<file path="src/rtl/key_pkg.sv">
// -----------------------------------------------------------------------------
// key_pkg
// Shared definitions for the key press decoder:
//   - default debounce / long-press / double-click gap counts (50 MHz clock)
//   - classifier FSM state encoding
//   - saturating increment helper for the 26-bit hold and gap counters
// Configuration macro: KEY_DOUBLE_EN (adds the WAIT_GAP and PRESS2 states).
// -----------------------------------------------------------------------------
package key_pkg;

  localparam logic [19:0] CNT_DEB_DEFAULT  = 20'd999_999;     // 20 ms
  localparam logic [25:0] CNT_LONG_DEFAULT = 26'd49_999_999;  // 1 s
  localparam logic [25:0] CNT_DBL_DEFAULT  = 26'd14_999_999;  // 300 ms

  typedef enum logic [2:0] {
    ST_IDLE      = 3'd0,
    ST_PRESS1    = 3'd1,
    ST_LONG_HOLD = 3'd2
`ifdef KEY_DOUBLE_EN
    ,
    ST_WAIT_GAP  = 3'd3,
    ST_PRESS2    = 3'd4
`endif
  } key_state_e;

  // Counters stick at all-ones instead of wrapping back to zero.
  function automatic logic [25:0] sat_inc(input logic [25:0] value);
    return (&value) ? value : value + 26'd1;
  endfunction

endpackage

</file>
<file path="src/rtl/key_debounce.sv">
// -----------------------------------------------------------------------------
// key_debounce
// Two-flop synchronizer followed by a symmetric debouncer. The raw key is
// active low; key_level is the debounced key state with 1 = pressed.
// key_level toggles only after the synchronized key has disagreed with it for
// CNT_DEB+1 consecutive cycles; any agreeing cycle restarts the count.
//
// Ports:
//   sys_clk    in   system clock
//   sys_rst_n  in   asynchronous active-low reset
//   key_in     in   raw asynchronous key, 0 = pressed
//   key_level  out  debounced key state, 1 = pressed (registered)
// -----------------------------------------------------------------------------
module key_debounce
  import key_pkg::*;
#(
  parameter logic [19:0] CNT_DEB = CNT_DEB_DEFAULT
) (
  input  logic sys_clk,
  input  logic sys_rst_n,
  input  logic key_in,
  output logic key_level
);

  logic [1:0]  sync_q, sync_d;
  logic [19:0] cnt_q, cnt_d;
  logic        level_q, level_d;
  logic        key_pressed;

  always_comb begin
    // NOTE: every signal written here gets a default before any branch, so no
    // path leaves it unassigned and no latch is inferred.
    sync_d      = {sync_q[0], key_in};
    cnt_d       = '0;
    level_d     = level_q;
    key_pressed = ~sync_q[1];

    if (key_pressed != level_q) begin
      if (cnt_q == CNT_DEB) begin
        level_d = ~level_q;
        cnt_d   = '0;
      end else begin
        cnt_d = cnt_q + 20'd1;
      end
    end
  end

  always_ff @(posedge sys_clk or negedge sys_rst_n) begin
    if (!sys_rst_n) begin
      sync_q  <= '0;
      cnt_q   <= '0;
      level_q <= 1'b0;
    end else begin
      // NOTE: non-blocking assignments make every flop take its pre-edge
      // value, so the synchronizer stages cannot collapse into one.
      sync_q  <= sync_d;
      cnt_q   <= cnt_d;
      level_q <= level_d;
    end
  end

  assign key_level = level_q;

endmodule

</file>
<file path="src/rtl/key_press_decoder.sv">
// -----------------------------------------------------------------------------
// key_press_decoder
// Classifies debounced key activity into short press, long press and (with
// KEY_DOUBLE_EN defined) double click. Each classification is a registered
// one-cycle pulse; at most one flag is high in any cycle.
//
// Configuration macro: KEY_DOUBLE_EN
//   defined   : release in PRESS1 opens a gap window; a second press inside
//               it is a double click, gap expiry is a short press.
//   undefined : release in PRESS1 is a short press immediately;
//               double_flag is tied to 0.
//
// Ports:
//   sys_clk      in   system clock (single clock domain)
//   sys_rst_n    in   asynchronous active-low reset
//   key_in       in   raw asynchronous key, 0 = pressed
//   key_level    out  debounced key state, 1 = pressed
//   short_flag   out  one-cycle pulse, short press
//   long_flag    out  one-cycle pulse, long press
//   double_flag  out  one-cycle pulse, double click
// -----------------------------------------------------------------------------
module key_press_decoder
  import key_pkg::*;
#(
  parameter logic [19:0] CNT_DEB  = CNT_DEB_DEFAULT,
  parameter logic [25:0] CNT_LONG = CNT_LONG_DEFAULT,
  parameter logic [25:0] CNT_DBL  = CNT_DBL_DEFAULT
) (
  input  logic sys_clk,
  input  logic sys_rst_n,
  input  logic key_in,
  output logic key_level,
  output logic short_flag,
  output logic long_flag,
  output logic double_flag
);

  // A zero threshold could never be reached by an incremented counter.
  if (CNT_DEB == '0 || CNT_LONG == '0 || CNT_DBL == '0) begin : g_cfg_invalid
    $error("key_press_decoder: counter thresholds must be non-zero");
  end

  key_debounce #(
    .CNT_DEB (CNT_DEB)
  ) u_debounce (
    .sys_clk   (sys_clk),
    .sys_rst_n (sys_rst_n),
    .key_in    (key_in),
    .key_level (key_level)
  );

  key_state_e  state_q, state_d;
  logic [25:0] hold_q, hold_d, hold_inc;
  logic        short_q, short_d;
  logic        long_q, long_d;
`ifdef KEY_DOUBLE_EN
  logic [25:0] gap_q, gap_d, gap_inc;
  logic        double_q, double_d;
`endif

  // Every state is entered with key_level at the opposite value of the one it
  // waits for, so testing the level inside a state is testing for its edge.
  always_comb begin
    state_d  = state_q;
    hold_d   = hold_q;
    hold_inc = sat_inc(hold_q);
    short_d  = 1'b0;
    long_d   = 1'b0;
`ifdef KEY_DOUBLE_EN
    gap_d    = gap_q;
    gap_inc  = sat_inc(gap_q);
    double_d = 1'b0;
`endif

    case (state_q)
      ST_IDLE: begin
        if (key_level) begin
          state_d = ST_PRESS1;
          hold_d  = '0;
        end
      end

      ST_PRESS1: begin
        // Release wins over the long threshold when both land together.
        if (!key_level) begin
`ifdef KEY_DOUBLE_EN
          state_d = ST_WAIT_GAP;
          gap_d   = '0;
`else
          short_d = 1'b1;
          state_d = ST_IDLE;
`endif
        end else begin
          hold_d = hold_inc;
          if (hold_inc == CNT_LONG) begin
            long_d  = 1'b1;
            state_d = ST_LONG_HOLD;
          end
        end
      end

      ST_LONG_HOLD: begin
        if (!key_level) begin
          state_d = ST_IDLE;
        end
      end

`ifdef KEY_DOUBLE_EN
      ST_WAIT_GAP: begin
        // A press arriving on the expiry cycle still counts as the second click.
        if (key_level) begin
          state_d = ST_PRESS2;
        end else begin
          gap_d = gap_inc;
          if (gap_inc == CNT_DBL) begin
            short_d = 1'b1;
            state_d = ST_IDLE;
          end
        end
      end

      ST_PRESS2: begin
        if (!key_level) begin
          double_d = 1'b1;
          state_d  = ST_IDLE;
        end
      end
`endif

      default: state_d = ST_IDLE;
    endcase
  end

  always_ff @(posedge sys_clk or negedge sys_rst_n) begin
    if (!sys_rst_n) begin
      state_q  <= ST_IDLE;
      hold_q   <= '0;
      short_q  <= 1'b0;
      long_q   <= 1'b0;
`ifdef KEY_DOUBLE_EN
      gap_q    <= '0;
      double_q <= 1'b0;
`endif
    end else begin
      state_q  <= state_d;
      hold_q   <= hold_d;
      short_q  <= short_d;
      long_q   <= long_d;
`ifdef KEY_DOUBLE_EN
      gap_q    <= gap_d;
      double_q <= double_d;
`endif
    end
  end

  assign short_flag  = short_q;
  assign long_flag   = long_q;
`ifdef KEY_DOUBLE_EN
  assign double_flag = double_q;
`else
  assign double_flag = 1'b0;
`endif

endmodule
</file>
<file path="config.mk">
export PLATFORM = sky130hd
export DESIGN_NAME = key_press_decoder
export DESIGN_NICKNAME = d
export VERILOG_FILES = /design/src/rtl/key_pkg.sv /design/src/rtl/key_debounce.sv /design/src/rtl/key_press_decoder.sv
export SDC_FILE = /design/constraint.sdc
export NUM_CORES = 1
export LEC_CHECK = 0
export CORE_ASPECT_RATIO = 0.5
export CORE_UTILIZATION = 33
export DETAILED_ROUTE_END_ITERATION = 12
export GPL_ROUTABILITY_DRIVEN = 0
export PLACE_DENSITY = 0.51
export SYNTH_ARGS = -nofsm -noshare
export SYNTH_HDL_FRONTEND = slang
export SYNTH_SLANG_ARGS = --single-unit
</file>
<file path="constraint.sdc">
create_clock -name sys_clk -period 3.1 [get_ports sys_clk]
set_clock_uncertainty 0.1 [all_clocks]
set_input_delay 0.62 -clock sys_clk [delete_from_list [all_inputs] [get_ports sys_clk]]
set_output_delay 0.62 -clock sys_clk [all_outputs]
set_load 0.02 [all_outputs]
</file>
# [Yosys cells after proc, flatten, opt, wreduce, memory -nomap -nowiden]
# Index checks and enable logic that the tools add are counted.
[word_totals] register_bits=54
[classes] addsub=2 n_eq_ne=9 n_mux=16 bitwise=2 reduce_logical=6
[op_table] operator="two-way mux 26 bit" n=3
[op_table] operator="case mux 26 bit (2 select lines)" n=1
[op_table] operator="two-way mux 20 bit" n=2
[op_table] operator="adder 26 x 1 -> 26 bit, second input constant" n=1
[op_table] operator="== test 26 bit, second input constant" n=1
[op_table] operator="AND reduction 26 bit" n=1
[op_table] operator="adder 20 x 1 -> 20 bit, second input constant" n=1
[op_table] operator="== test 20 bit, second input constant" n=1
[op_table] operator="two-way mux 3 bit" n=4
[op_table] operator="case mux 3 bit (3 select lines)" n=1
[op_table] operator="AND reduction 3 bit" n=2
[op_table] operator="two-way mux 1 bit" n=5
[op_table] operator="!= test 2 x 1 -> 1 bit, second input constant" n=2
[op_table] operator="== test 3 x 1 -> 1 bit, second input constant" n=1
[op_table] operator="== test 3 x 2 -> 1 bit, second input constant" n=1
[op_table] operator="zero test 3 bit" n=1
[op_table] operator="!= test 3 bit, second input constant" n=1
[op_table] operator="!= test 2 bit, second input constant" n=1
[op_table] operator="inverter 1 bit" n=2
[op_table] operator="AND reduction 2 bit" n=1
[op_table] operator="nonzero test 2 bit" n=1
[op_table] operator="!= test 1 bit" n=1

# [Longest topological paths before layout]
[depth] word_depth=6 depth_mapped=9 ltp_nobuf=8

# [Cells and area by module]
# A second synthesis with hierarchy kept.
[unflattened] cells_unflattened=380 hier_area_um2=3269.4
[modules_own_cells] module="key_press_decoder" instances=1 cells_per_inst=270 area_per_inst_um2=2163.3 seq_area_each_um2=750.7
[modules_own_cells] module="key_debounce" instances=1 cells_per_inst=110 area_per_inst_um2=1106.1 seq_area_each_um2=575.6

# [Least setup slack after synthesis]
# OpenSTA, ideal clock, no wires.
[synth_path] path_kind="register -> register" from="reg hold_q[12]" to="reg state_q[1]" setup_ps=67 arrival_ps=2477 required_ps=2933 setup_slack_ps=456 stages_incl_launch_ff=10 n_path_buf=2 synth_period_minus_slack_ps=2644 cell_sequence="dfrtp_1 -> buf_4 -> nand4_2 -> or3_1 -> buf_2 -> or3_4 -> or4_1 -> a2111oi_0 -> and4_1 -> a22o_1"
[synth_between] elab_chain_len=5 elab_cells_between_ends=6 classes_between="add/sub (1); eq/ne (2); mux (1); reduce/logical (2)"
[synth_lines] element="start, declared" line="key_press_decoder.sv:53" source="logic [25:0] hold_q, hold_d, hold_inc;"
[synth_lines] element="start signal, assigned" line="key_press_decoder.sv:146" source="hold_q <= hold_d;"
[synth_lines] element="adder 26 x 1 -> 26 bit or AND reduction 26 bit (tied branches)" line="key_pkg.sv:28" source="return (&value) ? value : value + 26'd1;"
[synth_lines] element="two-way mux 26 bit *" line="key_pkg.sv:28"
[synth_lines] element="== test 26 bit *" line="key_press_decoder.sv:95" source="if (hold_inc == CNT_LONG) begin"
[synth_lines] element="!= test 3 bit (no line) *"
[synth_lines] element="AND reduction 3 bit (no line) *"
[synth_lines] element="end signal, assigned" line="key_press_decoder.sv:145" source="state_q <= state_d;"
[synth_lines] element="end, declared" line="key_press_decoder.sv:52" source="key_state_e state_q, state_d;"
# Mark *: on every way between the ends. The rest lies on a longest branch, timed or not.
# A chain may end at the register's enable or synchronous reset.

# [Worst setup path after layout]
[layout_path] from="reg hold_q[14]" to="reg state_q[1]"
# The elaborated chain is that of the path after synthesis.

==> impl_results.md <==
- Run status: finished, final reports clean
- Final period utilization: a little over nine tenths
- Final ANT Viol Nets: 0
- Met3 WL: roughly 490 um
- Ports: 7
- Mean Syn Cell Area: roughly 8.4 sq um
- Maximum vdd drop: 0.180 mV
- Critical-path cell list: nand4_2, or3_1, or3_4, or4_1, a2111oi_0, and4_1, a22o_1
- Final Cell Area: about 3700 sq um
- CP Capture Type: flip-flop
- Layout area overhead: 12.2%
- Final setup vio count: 0
- Hold_ws: between 0.2 and 0.3 ns
- Hold Buf Count CTS: 0
- Layout cells sized above 1: under 10%
- Synth area leader: dfrtp_1
- Top FF cell, synth: dfrtp_1
- Initial antenna violation count: 0
- Die footprint: approximately 10000 sq um
- Die width: 143 um
- IO Port Bufs: 5
- DP HPWL: between 6000 and 7000 um
- Standard-cell row count: 25
- Mapped Area: ~3300 sq um
- Via count: between 3k and 4k
- Met2 wire length: 3920 um
- Worst-path maximum fanout: 8
- Cell count after placement: roughly 530
- Layout Cells excl Fill: 534
- Arr. time, crit path: between 3 and 4 ns
- CP max-delay cell: or3_1
- Yosys warnings: 0
- Met1 Wirelength: 4260 um
- Minimum clock period: a little under 3 ns
- Via density: 5.64
- Top Layer Used: met4
- Number of synthesized register bits: 53
- # diodes: 0
- Drt wl/cell: between 15 and 20 um
- CTS tree: built
- CP Class: reg -> reg
- Final #Nets: 404
- Worst-Margin Slew: a little under 0.7 ns
- CP Launch Type: flip-flop
- Max Slew Vio Count: 0
- First-pass GRT wire length: between 10000 and 15000 um
- Top post-synthesis cells by area: dfrtp_1, nand2_1, nor2_1
- Die Span Y: around 73 um
- CTS clk-pin slew, worst paths: 0.07 ns
- Area share of the largest cell type after synthesis: 40.2%
- Tot Pwr: approximately 1.3 mW
- Setup TNS Final: 0 ns
- CORE AREA: 9570 sq um
- Pin count of the biggest net entering global routing: 54
- Cells after Synth: 394
- Worst hold path type: reg -> reg
- Drt total wl: 8810 um
- Drt first pass iters: 5
- Post-synthesis async set-or-reset flop share: 100%
- LEAKAGE: about 1.4 nW
- H-tree levels: 2
- Root buf cell: clkbuf_16
- Mapped Nets: between 300 and 400
- RSZ-0062 raised after global routing: false
- Max clock buf depth: 2
- Number of synthesized flops with an enable pin: 0
- Initial drt markers: 382
- Slew margin rel.: 54.7%
- Pwr Density: 347 nW/um^2
- MaxCap Viol Count: 0
- Seq/Total Area, Yosys: between 40% and 50%
- Grt ovf: 0
- Crit-path max cell delay: between 0.5 and 0.6 ns
- Vias in the first global route: 2816
- Cell Area, Placed: around 3600 sq um
- Total track usage: between 10% and 20%
- Residual DRC count: 0
- FMAX: between 0.3 and 0.4 GHz
- Final Hold Viols: 0
- Later-pin clock latency in the skew report: about 0.30 ns
- Distinct cell type count after synthesis: between 50 and 60
- CTS Buf Count: 5
- Starting density of the core: approximately a third
- Data required, critical path: about 3.2 ns
- # clock sinks: 53
## cells in the final DEF, fill, tap and decap left out, types with 9 or more instances in the layout
cell type / instances
dfrtp_1: 53
nand2_1: 47
nor2_1: 47
o21ai_0: 26
nand3_1: 24
buf_4: 22
nor3_1: 15
xor2_1: 14
nand4_1: 10
xnor2_1: 10
nor4_1: 9
and3_1: 9
a21oi_1: 9
a22o_1: 9
## sequential cells by signal (all words and copies together) (netlist names)
| name | cells |
|---|---|
| short_flag | 1 |
| u_debounce.key_level | 1 |
| u_debounce.sync_q | 2 |
| state_q | 2 |
| u_debounce.cnt_q | 20 |
| long_flag | 1 |
| hold_q | 26 |
## critical path: cells and delay by family (launching register included)
kind	cells	cell delay [ns]
AO/OA/AOI/OAI	2	0.54
AND/OR/NAND/NOR	5	1.80
flip-flops	1	0.44
## final cells by class
cell class	instances	area, sq um
Multi-Input combinational cell	307	1840
Tap cell	135	169
Clock inverter	2	16.3
Timing Repair Buffer	27	210
Clock buffer	5	125
Inverter	5	18.8
Fill cell	988	5870
Sequential cell	53	1330
## metal layers
layer / GRT usage [%] / vias up
met5: 0 / -
met4: 6.03 / 0
met3: 3.54 / 12
met2: 28.5 / 98
met1: 26.2 / 1458
li1: - / 1444
## logic make-up (layout without fill, tap and decap cells)
group | after synthesis | in the layout | synth area share (%)
AND/OR/NAND/NOR | 191 | 191 | 28.9
AO/OA/AOI/OAI | 83 | 83 | 17.5
flip-flops | 53 | 53 | 40.2
buffers and inverters | 34 | 39 | 4.32
XOR/XNOR | 24 | 24 | 6.37
multiplexers | 6 | 6 | 1.86
adder cells (fa/ha/maj) | 2 | 2 | 0.758
other | 1 | 1 | 0.114
## synth_stat cells (2+ instances only)
master and number:
dfrtp_1 53, nand2_1 47, nor2_1 47, o21ai_0 26, nand3_1 24, clkbuf_1 20, nor3_1 16, xor2_1 14
nand4_1 10, xnor2_1 10, a21oi_1 9, a22o_1 9, and3_1 9, nor4_1 9, and4_1 7, buf_2 5
inv_1 5, mux2i_1 5, o31ai_1 5, a311oi_1 4, nor2b_1 4, o2111ai_1 4, a2111oi_0 3, a22oi_1 3
a31oi_1 3, nand2b_1 3, a221oi_1 2, buf_4 2, ha_1 2, nand3b_1 2, o221ai_1 2, o22ai_1 2
o31a_1 2, or2_2 2, or3_1 2, or4_1 2
## power by group
part           leakage [nW]  total [mW]  switching, mW  internal, mW
sequential            0.734       0.699        0.00362         0.695
clock                0.0659       0.559          0.262         0.297
combinational         0.641      0.0280         0.0217       0.00622
## final timing paths
path,from,to,slack [ns],cells after the start
max in group asynchronous,sys_rst_n,hold_q[17]$_DFFE_PN0P_,2.11,2
worst min-delay path,u_debounce.sync_q[0]$_DFF_PN0_,u_debounce.sync_q[1]$_DFF_PN0_,0.26,0
min in group asynchronous,sys_rst_n,u_debounce.cnt_q[0]$_DFF_PN0_,0.35,2
worst max register to register,hold_q[14]$_DFFE_PN0P_,state_q[1]$_DFFE_PN0P_,0.17,7
worst min register to register,u_debounce.sync_q[0]$_DFF_PN0_,u_debounce.sync_q[1]$_DFF_PN0_,0.26,0
worst max-delay path,hold_q[14]$_DFFE_PN0P_,state_q[1]$_DFFE_PN0P_,0.17,7
## metrics by stage
stage / setup WS (ns) / utilization (%)
2_1_floorplan: 0.456 / -
3_3_place_gp: 0.276 / 37.2
3_5_place_dp: 0.212 / 37.2
4_1_cts: 0.198 / 38.6
5_1_grt: 0.00816 / 38.7
6_report: 0.170 / 38.7
## repair_timing
| action | CTS | global route |
|---|---|---|
| setup buffers | 0 | 0 |
| endpoints found under the setup margin | 0 | 3 |
| gates resized for setup | 0 | 1 |
No activity file was read; power rests on OpenSTA's default activity.
